`src/rtl/instruction_sequencer.sv`:
```
// Two-phase fetch/execute sequencer: owns the PC and IR, and gates decoder enables so
// architectural state only changes in EXEC. Adds run/halt, single-step and a retire counter.
module instruction_sequencer #(
    parameter int                 ADDR_W  = 5,
    parameter int                 INS_W   = 6,
    parameter logic [INS_W-1:0]   HALT_OP = {INS_W{1'b1}},
    parameter int                 CNT_W   = 8
) (
    input  logic              clk,
    input  logic              Reset,
    input  logic              Run,
    input  logic              StepReq,
    input  logic [INS_W-1:0]  Ins,
    input  logic              DecRegCE,
    input  logic              DecCY_CE,
    input  logic              DecA_CE,
    input  logic              DecnRstCY,
    output logic [ADDR_W-1:0] PC_Addr,
    output logic [INS_W-1:0]  IR,
    output logic              RegCE,
    output logic              CY_CE,
    output logic              A_CE,
    output logic              nResetCY,
    output logic              StepAck,
    output logic              Halted,
    output logic [1:0]        Phase,
    output logic [CNT_W-1:0]  InsCount
);

    typedef enum logic [1:0] {
        S_IDLE  = 2'b00,
        S_FETCH = 2'b01,
        S_EXEC  = 2'b10,
        S_HALT  = 2'b11
    } state_t;

    state_t              state_q, state_d;
    logic [ADDR_W-1:0]   pc_q, pc_d;
    logic [INS_W-1:0]    ir_q, ir_d;
    logic [CNT_W-1:0]    cnt_q, cnt_d;
    logic                ack_q, ack_d;
    logic                step_q, step_d;
    logic                stepreq_q;
    logic                step_edge;
    logic                in_exec;

    // Edges seen outside IDLE are simply lost; nothing latches them.
    assign step_edge = StepReq & ~stepreq_q;

    always_ff @(posedge clk or posedge Reset) begin
        if (Reset) begin
            state_q   <= S_IDLE;
            pc_q      <= '0;
            ir_q      <= '0;
            cnt_q     <= '0;
            ack_q     <= 1'b0;
            step_q    <= 1'b0;
            stepreq_q <= 1'b0;
        end else begin
            state_q   <= state_d;
            pc_q      <= pc_d;
            ir_q      <= ir_d;
            cnt_q     <= cnt_d;
            ack_q     <= ack_d;
            step_q    <= step_d;
            stepreq_q <= StepReq;
        end
    end

    always_comb begin
        state_d = state_q;
        pc_d    = pc_q;
        ir_d    = ir_q;
        cnt_d   = cnt_q;
        ack_d   = 1'b0;
        step_d  = step_q;
        case (state_q)
            S_IDLE: begin
                if (Run) begin
                    state_d = S_FETCH;
                end else if (step_edge) begin
                    state_d = S_FETCH;
                    step_d  = 1'b1;
                end
            end
            S_FETCH: begin
                ir_d    = Ins;
                state_d = (Ins == HALT_OP) ? S_HALT : S_EXEC;
            end
            S_EXEC: begin
                pc_d = pc_q + 1'b1;
                if (cnt_q != {CNT_W{1'b1}})
                    cnt_d = cnt_q + 1'b1;
                if (step_q) begin
                    ack_d   = 1'b1;
                    step_d  = 1'b0;
                    state_d = S_IDLE;
                end else begin
                    state_d = Run ? S_FETCH : S_IDLE;
                end
            end
            default: state_d = S_HALT;
        endcase
    end

    // Decoder enables pass through only while the latched IR is executing.
    assign in_exec  = (state_q == S_EXEC);
    assign RegCE    = in_exec & DecRegCE;
    assign CY_CE    = in_exec & DecCY_CE;
    assign A_CE     = in_exec & DecA_CE;
    assign nResetCY = in_exec ? DecnRstCY : 1'b1;

    assign PC_Addr  = pc_q;
    assign IR       = ir_q;
    assign StepAck  = ack_q;
    assign Halted   = (state_q == S_HALT);
    assign Phase    = state_q;
    assign InsCount = cnt_q;

endmodule
```
`config.mk`:
```
export PLATFORM = sky130hd
export DESIGN_NAME = instruction_sequencer
export DESIGN_NICKNAME = d
export VERILOG_FILES = /design/src/rtl/instruction_sequencer.sv
export SDC_FILE = /design/constraint.sdc
export NUM_CORES = 1
export LEC_CHECK = 0
export CAP_MARGIN = 10
export CORE_MARGIN = 4
export CORE_UTILIZATION = 45
export CTS_BUF_LIST = sky130_fd_sc_hd__clkbuf_4
export DETAILED_ROUTE_END_ITERATION = 7
export GPL_TIMING_DRIVEN = 0
export PLACE_DENSITY = 0.86
export SYNTH_ARGS = -nofsm -noshare
export SYNTH_HDL_FRONTEND = slang
export SYNTH_SLANG_ARGS = --single-unit
export TNS_END_PERCENT = 30
```
`constraint.sdc`:
```
create_clock -name clk -period 1.7 [get_ports clk]
set_input_delay 0.17 -clock clk [delete_from_list [all_inputs] [get_ports clk]]
set_output_delay 0.17 -clock clk [all_outputs]
set_load 0.01 [all_outputs]
```
==> impl_metrics.json <==
{
  "status": "completed",
  "ir_drop_mv": 1.19,
  "place.gp.congestion": 0.778,
  "worstPathCellList": "nor2b_2, buf_6, and2_1, dlygate4sd2_1",
  "grt_antenna_before_repair": 0,
  "syn_area_um2": 1110,
  "die_h_um": 57.6,
  "cts.path.max_buffers": 2,
  "finClkSkew_ns": 0.00211,
  "power.density_nw_per_um2": 1700,
  "diodes": 0,
  "synth.avg_cell_area_um2": 11.5,
  "cts-root-buf": "clkbuf_4",
  "multi_input_area_um2": 470,
  "period_minus_slack_ns": 1.62,
  "post-route-drc-count": 0,
  "clock_latency_ns": 0.31,
  "fmax_ghz": 0.619,
  "via_per_inst": 5.14,
  "end_kind": "output pin",
  "fin_nets": 159,
  "grt_setup_unrepaired": "false",
  "route.vias.total": 868,
  "synth_fp_nets": 112,
  "max_stage_delay_ns": 0.43,
  "cts_hold_buffers": 0,
  "power.share.clock_pct": 9.3,
  "ys_seq_area_share_pct": 54.3,
  "grt_use_total_pct": 16.5,
  "initial_core_util_pct": 48.6,
  "r2r_end": "InsCount[1]$_DFFE_PP0P_",
  "hp-class": "primary input to register",
  "dp_slack_ns": -0.0417,
  "cp.arrival_ns": 1.45,
  "setup_ws_ns": 0.0841,
  "htreeDepth": 1,
  "num_rows": 17,
  "sequentialPowerShare_pct": 39.0,
  "dieArea_um2": 3310,
  "power_mw": 2.68,
  "firstDrtPassIters": 4,
  "hold_viol_final": 0,
  "synth-seq-cells": 24,
  "ant_nets": 0,
  "netlist_instances": 96,
  "maxCapViolCount": 0,
  "overflow": 0,
  "drv_slew": 0,
  "power_frac_comb_pct": 51.6,
  "critPathRequiredTime_ns": 1.53,
  "dr.first_iter.drc_count": 16,
  "setup.worst_path.end": "A_CE",
  "crit_path_start": "Phase[1]$_DFFE_PP0P_",
  "r2r_slack_ns": 0.22,
  "p_leak_nw": 0.672,
  "r2r-start": "InsCount[0]$_DFFE_PP0P_",
  "tightestPinTransition_ns": 0.889,
  "clk_pin_slew_worst_paths_ns": 0.12,
  "cts_tree": "done",
  "power_switching_share_pct": 36.6,
  "numPortBuffers": 40,
  "cts_buffers": 3,
  "p_sw_mw": 0.983,
  "hpwlAfterDp_um": 1850,
  "place_inst": 164,
  "worst-setup-path-type": "register to output pin",
  "io_pins": 41,
  "ys_types": 27,
  "whs_ns": 0.298,
  "stdcell_count": 169,
  "slowest_stage": "dfrtp_2",
  "grt_max_degree": 25,
  "wl_per_cell_um": 14.3,
  "reg2reg_depth": 5,
  "yosysWarnings": 0,
  "worst-path-max-fanout": 5,
  "n_fill_cell": 187,
  "wl_um": 2420,
  "tns_ns": 0,
  "clock-sinks": 24,
  "grt_pass1_vias": 935,
  "critPathLaunchType": "register",
  "die_w_um": 57.6,
  "fin_crit_sh_pct": 95.1,
  "internal_power_mw": 1.70,
  "design.core.area_um2": 2280,
  "finalSetupViolCount": 0,
  "slew_headroom_pct": 40.7,
  "grt_pass1_wl_um": 4220,
  "ff_latch_area_um2": 603,
  "drive_gt1_share_pct": 12.8,
  "synthToLayoutAreaGrowth_pct": 42.4,
  "holdPathStages": 1
}
==> flip-flops by register name (all words and copies together) (netlist names) <==
signal and cells:
Phase 2, stepreq_q 1, StepAck 1, IR 6, step_q 1, InsCount 8
PC_Addr 5
==> power by group through the flow <==
stage | Sequential, mW | Combinational, mW | Clock, mW
after CTS | 1.05 | 1.41 | 0.254
final | 1.05 | 1.39 | 0.251
after detailed placement | 1.09 | 1.37 | 0
after global routing | 1.10 | 1.52 | 0.281
after floorplan | 1.15 | 0.575 | 0
after global placement | 1.06 | 1.32 | 0
==> stage by stage <==
stage	util [%]	area (µm²)
floorplan	-	1110
global placement	67.7	1540
detailed placement	67.7	1540
CTS	69.2	1580
global route	69.2	1580
finish	69.2	1580
==> kinds of logic (layout without fill, tap and decap cells) <==
kind of cell | Yosys count | in the layout | share of synthesized area [%]
mux | 9 | 9 | 9.39
simple gates | 40 | 40 | 21.6
xor+xnor | 6 | 6 | 4.75
compound gates | 9 | 9 | 4.52
flops | 24 | 24 | 54.3
fa+ha+maj | 2 | 2 | 2.26
buf+inv | 6 | 51 | 3.17
==> timing repair <==
action / in CTS / in global routing
setup endpoints to repair: 5 / 0
setup buffers: 3 / 0
resized for setup: 7 / 0
==> how the worst min path moves through the flow <==
stage / start / endpoint
2_1_floorplan: Reset / IR[0]$_DFFE_PP0P_
3_3_place_gp: PC_Addr[4]$_DFFE_PP0P_ / PC_Addr[4]$_DFFE_PP0P_
3_5_place_dp: IR[5]$_DFFE_PP0P_ / IR[5]$_DFFE_PP0P_
4_1_cts: StepReq / stepreq_q$_DFF_PP0_
5_1_grt: StepReq / stepreq_q$_DFF_PP0_
6_report: StepReq / stepreq_q$_DFF_PP0_
==> synth_stat cells, drive strengths merged <==
cell | instances | area share (%)
dfrtp | 24 | 54
nand2 | 10 | 3.8
mux2 | 8 | 8.5
nor2 | 7 | 2.4
a21oi | 6 | 2.7
xnor2 | 6 | 4.8
and2 | 5 | 2.8
nand4 | 5 | 4.2
nand3 | 4 | 1.8
buf | 3 | 2.1
nand2b | 3 | 1.7
nor2b | 3 | 1.9
ha | 2 | 2.3
inv | 2 | 0.68
o21a | 2 | 1.4
and3 | 1 | 1.0
and4 | 1 | 1.0
clkbuf | 1 | 0.34
mux2i | 1 | 0.91
nor3 | 1 | 0.91
o21ai | 1 | 0.45
==> final cells by class <==
cell class              count  share of cell area, %
plain buffers               3                   1.27
clock buffers               3                   1.43
flip-flops and latches     24                   38.3
multi-input cells          66                   29.9
repair buffers             43                   26.4
well taps                  28                   2.22
inverters                   2                  0.477
==> worst max-delay path: cells and delay by family, from the launching register on <==
| family | cells | cell delay (ns) |
|---|---|---|
| buffers and inverters | 2 | 0.40 |
| DFF | 1 | 0.43 |
| and+or+nand+nor | 2 | 0.30 |
==> per-layer routing <==
metal,up-vias,wire length [µm],track usage (%)
met5,-,0,0
met4,0,59,7.95
met3,6,150,2.71
met2,27,1260,28.7
met1,419,950,19.5
li1,416,-,-
==> placed cells by master, fill, tap and decap left out, drive strengths merged, types with 2 or more instances in the layout <==
cell type / n
a21oi: 6
and2: 5
buf: 5
clkbuf: 4
clkdlybuf4s50: 35
dfrtp: 24
dlygate4sd2: 5
ha: 2
inv: 2
mux2: 8
nand2: 10
nand2b: 3
nand3: 4
nand4: 5
nor2: 7
nor2b: 3
o21a: 2
xnor2: 6
Power figures use the tool's default switching activity.
==> edit 1 (config.mk and constraints unchanged) <==
The parameter `CNT_W` goes from 8 to 9.
--- a/src/rtl/instruction_sequencer.sv
+++ b/src/rtl/instruction_sequencer.sv
@@ -6,3 +6,3 @@
     parameter logic [INS_W-1:0]   HALT_OP = {INS_W{1'b1}},
-    parameter int                 CNT_W   = 8
+    parameter int                 CNT_W   = 9
 ) (
Interface: changed (resized InsCount); port bits go from 41 to 42. No check against the original RTL was run, so the function may have changed too.
==> edit 1 against the original RTL <==
- sequential cell count grew 1
- synthesized area grew 2.0%
- worst setup slack lost 0.16 ns
- non-clock buffer count grew 2
- largest cell class unchanged
- total power grew 7.0%
- register-to-register slack lost 0.29 ns
- worst hold slack lost 0.0082 ns
- critical path type is now reg -> reg
- sequential share of layout area shrank 0.70 points
- fmax shrank 8.8%
- the flow now finishes with violations (negative setup slack)
- wire length shrank 1.4%
- final area grew 6.5%
==> edit 1: results (changes against the original RTL) <==
* Buffering overhead at 0.272 (-0.00502)
* Buffers on Ports at 41 (+2.5%)
* Failing checks: negative setup slack
* Mux cell area share after synthesis at 0.0798 (-0.0141)
* Path depth of the worst reg2reg path at 6 (+1)
* Seq area share at 0.376 (-0.00700)
* DR pass1 iterations at 3 (-1)
* Static Leakage at 0.725 nW (+7.9%)
* Total GRT Usage at 0.157 (-0.00806)
* GR Layer Usage met3 at 0.0356 (+0.00849)
* XOR/XNOR Fraction of Synth Area at 0.0854 (+0.0379)
* Status: finished, violations left
* Multi-input gate area in the final layout at 522 um^2 (+11%)
* Met2 WL at 1220 um (-3.7%)
* Setup tns final at -0.195 ns (-0.195 ns)
* Adder-cell area share of the yosys netlist at 0.0333 (+0.0106)
* Final setup skew at 0.00697 ns (+0.00486 ns)
* Setup violators final at 4 (+4)
* First-pass GRT wire length at 4100 um (-2.9%)
* Initial DRC Count at 12 (-4)
* Pin count of the biggest net entering global routing at 26 (+4.0%)
* Count of multi-input gates at 60 (-9.1%)
* Bufs w/o clock at 48 (+4.3%)
* Sequential area share after synthesis at 0.554 (+0.0113)
* Layout cells sized above 1 at 0.225 (+0.0970)
* Combinational group share of total power at 0.528 (+0.012)
* Max FFs per register at 9 (+1)
* Crit. Startpoint: InsCount[1]
* Compound-Gate Fraction of Synth Area at 0.0233 (-0.0220)
* Dpl hpwl at 1800 um (-2.6%)
* Max VDD drop at 1.29 mV (+8.9%)
* Final non-filler cell area at 0.00168 mm^2 (+6.5%)
* Area after DPL at 0.00160 mm^2 (+3.7%)
* Met1 Usage GRT at 0.170 (-0.0247)
* Final Worst Setup Slack at -0.0709 ns (-0.155 ns)
* # fillers at 184 (-1.6%)
* Clock network fraction of design power at 0.096 (+0.003)
* Non-clock inverter count in the final layout at 1 (-1)
* Critical Path AT at 2.00 ns (+0.55 ns)
* Nets at 156 (-1.9%)
* GPL Wtd Cong at 0.684 (-12%)
* Pwr Total at 2.87 mW (+7.0%)
* Fin Hold WS at 0.290 ns (-0.00823 ns)
==> edit 1: cell types whose count changed in the layout (fill, tap and decap cells not counted), moves of 2 or more <==
cell / change
mux2_1: -7
mux2_2: +6
a21oi_1: -5
xor2_1: +5
nor2_1: -4
buf_4: +3
clkdlybuf4s15_1: +3
dlygate4sd2_1: -3
nand3_1: -3
dfrtp_2: +2
nand2_2: -2
==> edit 1: stage by stage <==
stage,cells,setup slack (ns)
2_1_floorplan,89,-0.00978
3_3_place_gp,158,-0.0768
3_5_place_dp,158,-0.0841
4_1_cts,164,-0.0923
5_1_grt,166,-0.147
6_report,166,-0.0709
==> edit 1: worst max-delay path, delay by kind of cell (launching register included) <==
family        cells  cell delay (ns)
fa+ha+maj         2             0.38
flops             1             0.47
mux               1             0.33
simple gates      3             0.49
==> edit 1: what timing repair did <==
item / in CTS / in global routing
resized for setup: 10 / 4
endpoints found under the setup margin: 11 / 10
pin swaps: 2 / 3
setup buffers: 2 / 2
==> edit 2 (config.mk and constraints unchanged) <==
Made on the original files. Take the reset off `pc_q` and `ir_q` and load them in a clocked block of their own.
--- a/src/rtl/instruction_sequencer.sv
+++ b/src/rtl/instruction_sequencer.sv
@@ -52,4 +52,2 @@
             state_q   <= S_IDLE;
-            pc_q      <= '0;
-            ir_q      <= '0;
             cnt_q     <= '0;
@@ -60,4 +58,2 @@
             state_q   <= state_d;
-            pc_q      <= pc_d;
-            ir_q      <= ir_d;
             cnt_q     <= cnt_d;
@@ -67,2 +63,7 @@
         end
+    end
+
+    always_ff @(posedge clk) begin
+        pc_q <= pc_d;
+        ir_q <= ir_d;
     end
Check against the original RTL: differs if Reset is asserted again (counterexample within 4 cycles, from zero or initial values and one cycle with Reset high); with Reset held inactive, the same outputs for 10 cycles.
==> edit 2 against the original RTL <==
- final area is 1.4% lower
- synthesized cell count is 17% lower
- first-iteration DRC count is 6.3% higher
- die area is 2.7% lower
- count of clock-buffer cells in the layout stayed put
- wire length is 6.0% lower
- sequential cell count stayed put
- worst setup slack better by 0.021 ns
- cell count is 8.3% lower
- synthesized area is 3.2% lower
- total power is 8.0% lower
- global-route usage is 1.2 points lower
- combinational power is 18% lower
- largest power group unchanged
- highest routed layer unchanged
==> edit 2: results (changes against the original RTL) <==
* Status: finished clean
* Vias at 781 (-10%)
* Largest fanout on the critical path at 5 (unchanged)
* Async SR Flop Fraction at 0.542 (-0.458)
* Clk root buf: clkbuf_4
* Synth Net Count at 96 (-14%)
* Critical Path AT at 1.42 ns (-0.03 ns)
* Routed WL per cell at 14.7 um (+2.5%)
* Layout cells sized above 1 at 0.142 (+0.0141)
* Max VDD drop at 1.08 mV (-8.9%)
* Dpl hpwl at 1720 um (-6.9%)
* Setup WS pre-CTS at 0.0518 ns (+0.0935 ns)
* Sequential area share after synthesis at 0.612 (+0.0692)
* Pin count of the biggest net entering global routing at 14 (-44%)
* Hold crit path type: in -> async
* First-pass GRT wire length at 3790 um (-10%)
* GPL Wtd Cong at 0.760 (-2.3%)
* Total GRT Usage at 0.153 (-0.0117)
* Initial DRC Count at 17 (+1)
* Nets at 144 (-9.4%)
* Static Leakage at 0.621 nW (-7.6%)
* Insertion delay to the later sink of the worst-skew pair at 0.31 ns (about the same)
* # fillers at 165 (-12%)
* Antenna cell count at 0 (unchanged)
* Worst relative slew slack at 0.588 (+0.181)
* Synth top cells by count: 13 x dfrtp_1, 11 x edfxtp_1, 5 x and2_1, 5 x xnor2_1
* Number of synthesized flops with an enable pin at 11 (+11)
* Synth area leaders: edfxtp_1 31%, dfrtp_1 30%, xnor2_1 4.1%
* Final setup skew at 0.0143 ns (+0.0121 ns)
* Vias in the first global route at 819 (-12%)
* Synth unique cells at 33 (+22%)
==> edit 2: layout make-up <==
type,count,area share
flip-flops and latches,24,0.425
clock buffers,3,0.0145
clock inverters,1,0.00242
repair buffers,43,0.268
multi-input cells,50,0.248
well taps,28,0.0226
inverters,4,0.00967
plain buffers,2,0.00967
==> edit 2: kinds of logic (layout without fill, tap and decap cells) <==
group | count (synthesis) | count (layout) | share of synthesized area
buffers and inverters | 6 | 53 | 0.0280
muxes | 5 | 5 | 0.0561
and+or+nand+nor | 30 | 30 | 0.187
AOI/OAI and AO/OA | 7 | 7 | 0.0444
adders and majority gates | 2 | 2 | 0.0234
DFF | 24 | 24 | 0.612
xor gates and xnor gates | 6 | 6 | 0.0491
==> edit 2: path summary, 6_finish.rpt <==
check | end | start | slack [ns] | cells after the start
setup / recovery | A_CE | Phase[1] | 0.11 | 4
hold / removal | StepAck | Reset | 0.19 | 2
setup reg to reg | InsCount[1] | InsCount[0] | 0.14 | 4
hold reg to reg | StepAck | step_q | 0.54 | 1
max in group asynchronous | InsCount[1] | Reset | 1.14 | 2
min in group clk | stepreq_q | StepReq | 0.30 | 1
==> edit 2: stage by stage <==
| stage | area (um^2) | cells |
|---|---|---|
| floorplan | 1070 | 80 |
| global placement | 1510 | 148 |
| detailed placement | 1510 | 148 |
| CTS | 1550 | 155 |
| global route | 1550 | 155 |
| finish | 1550 | 155 |
==> edit 2: metal layers <==
metal / vias to the layer above / routed length [um] / GRT usage
met3: 2 / 174 / 0.0437
li1: 383 / - / -
met5: - / 0 / 0
met2: 31 / 1140 / 0.254
met4: 0 / 11 / 0.0563
met1: 365 / 951 / 0.189
==> edit 2: report_power, final <==
group | switching, mW | total, mW | internal (mW)
sequential | 0.204 | 1.08 | 0.875
clock | 0.161 | 0.247 | 0.0857
combinational | 0.498 | 1.14 | 0.645
total | 0.863 | 2.47 | 1.61
==> edit 2: repair_timing <==
action / 4_1_cts / 5_1_grt
hold endpoints to repair: 0 / 0
endpoints found under the setup margin: 5 / 1
buffers inserted: 3 / 0
gates resized for setup: 6 / 2
==> edit 2: critical path, cell delays in order, from the launching register on <==
cell and delay (ns):
dfrtp_1 0.41, nor2b_2 0.16, buf_6 0.12, and2_1 0.15, dlygate4sd2_1 0.28
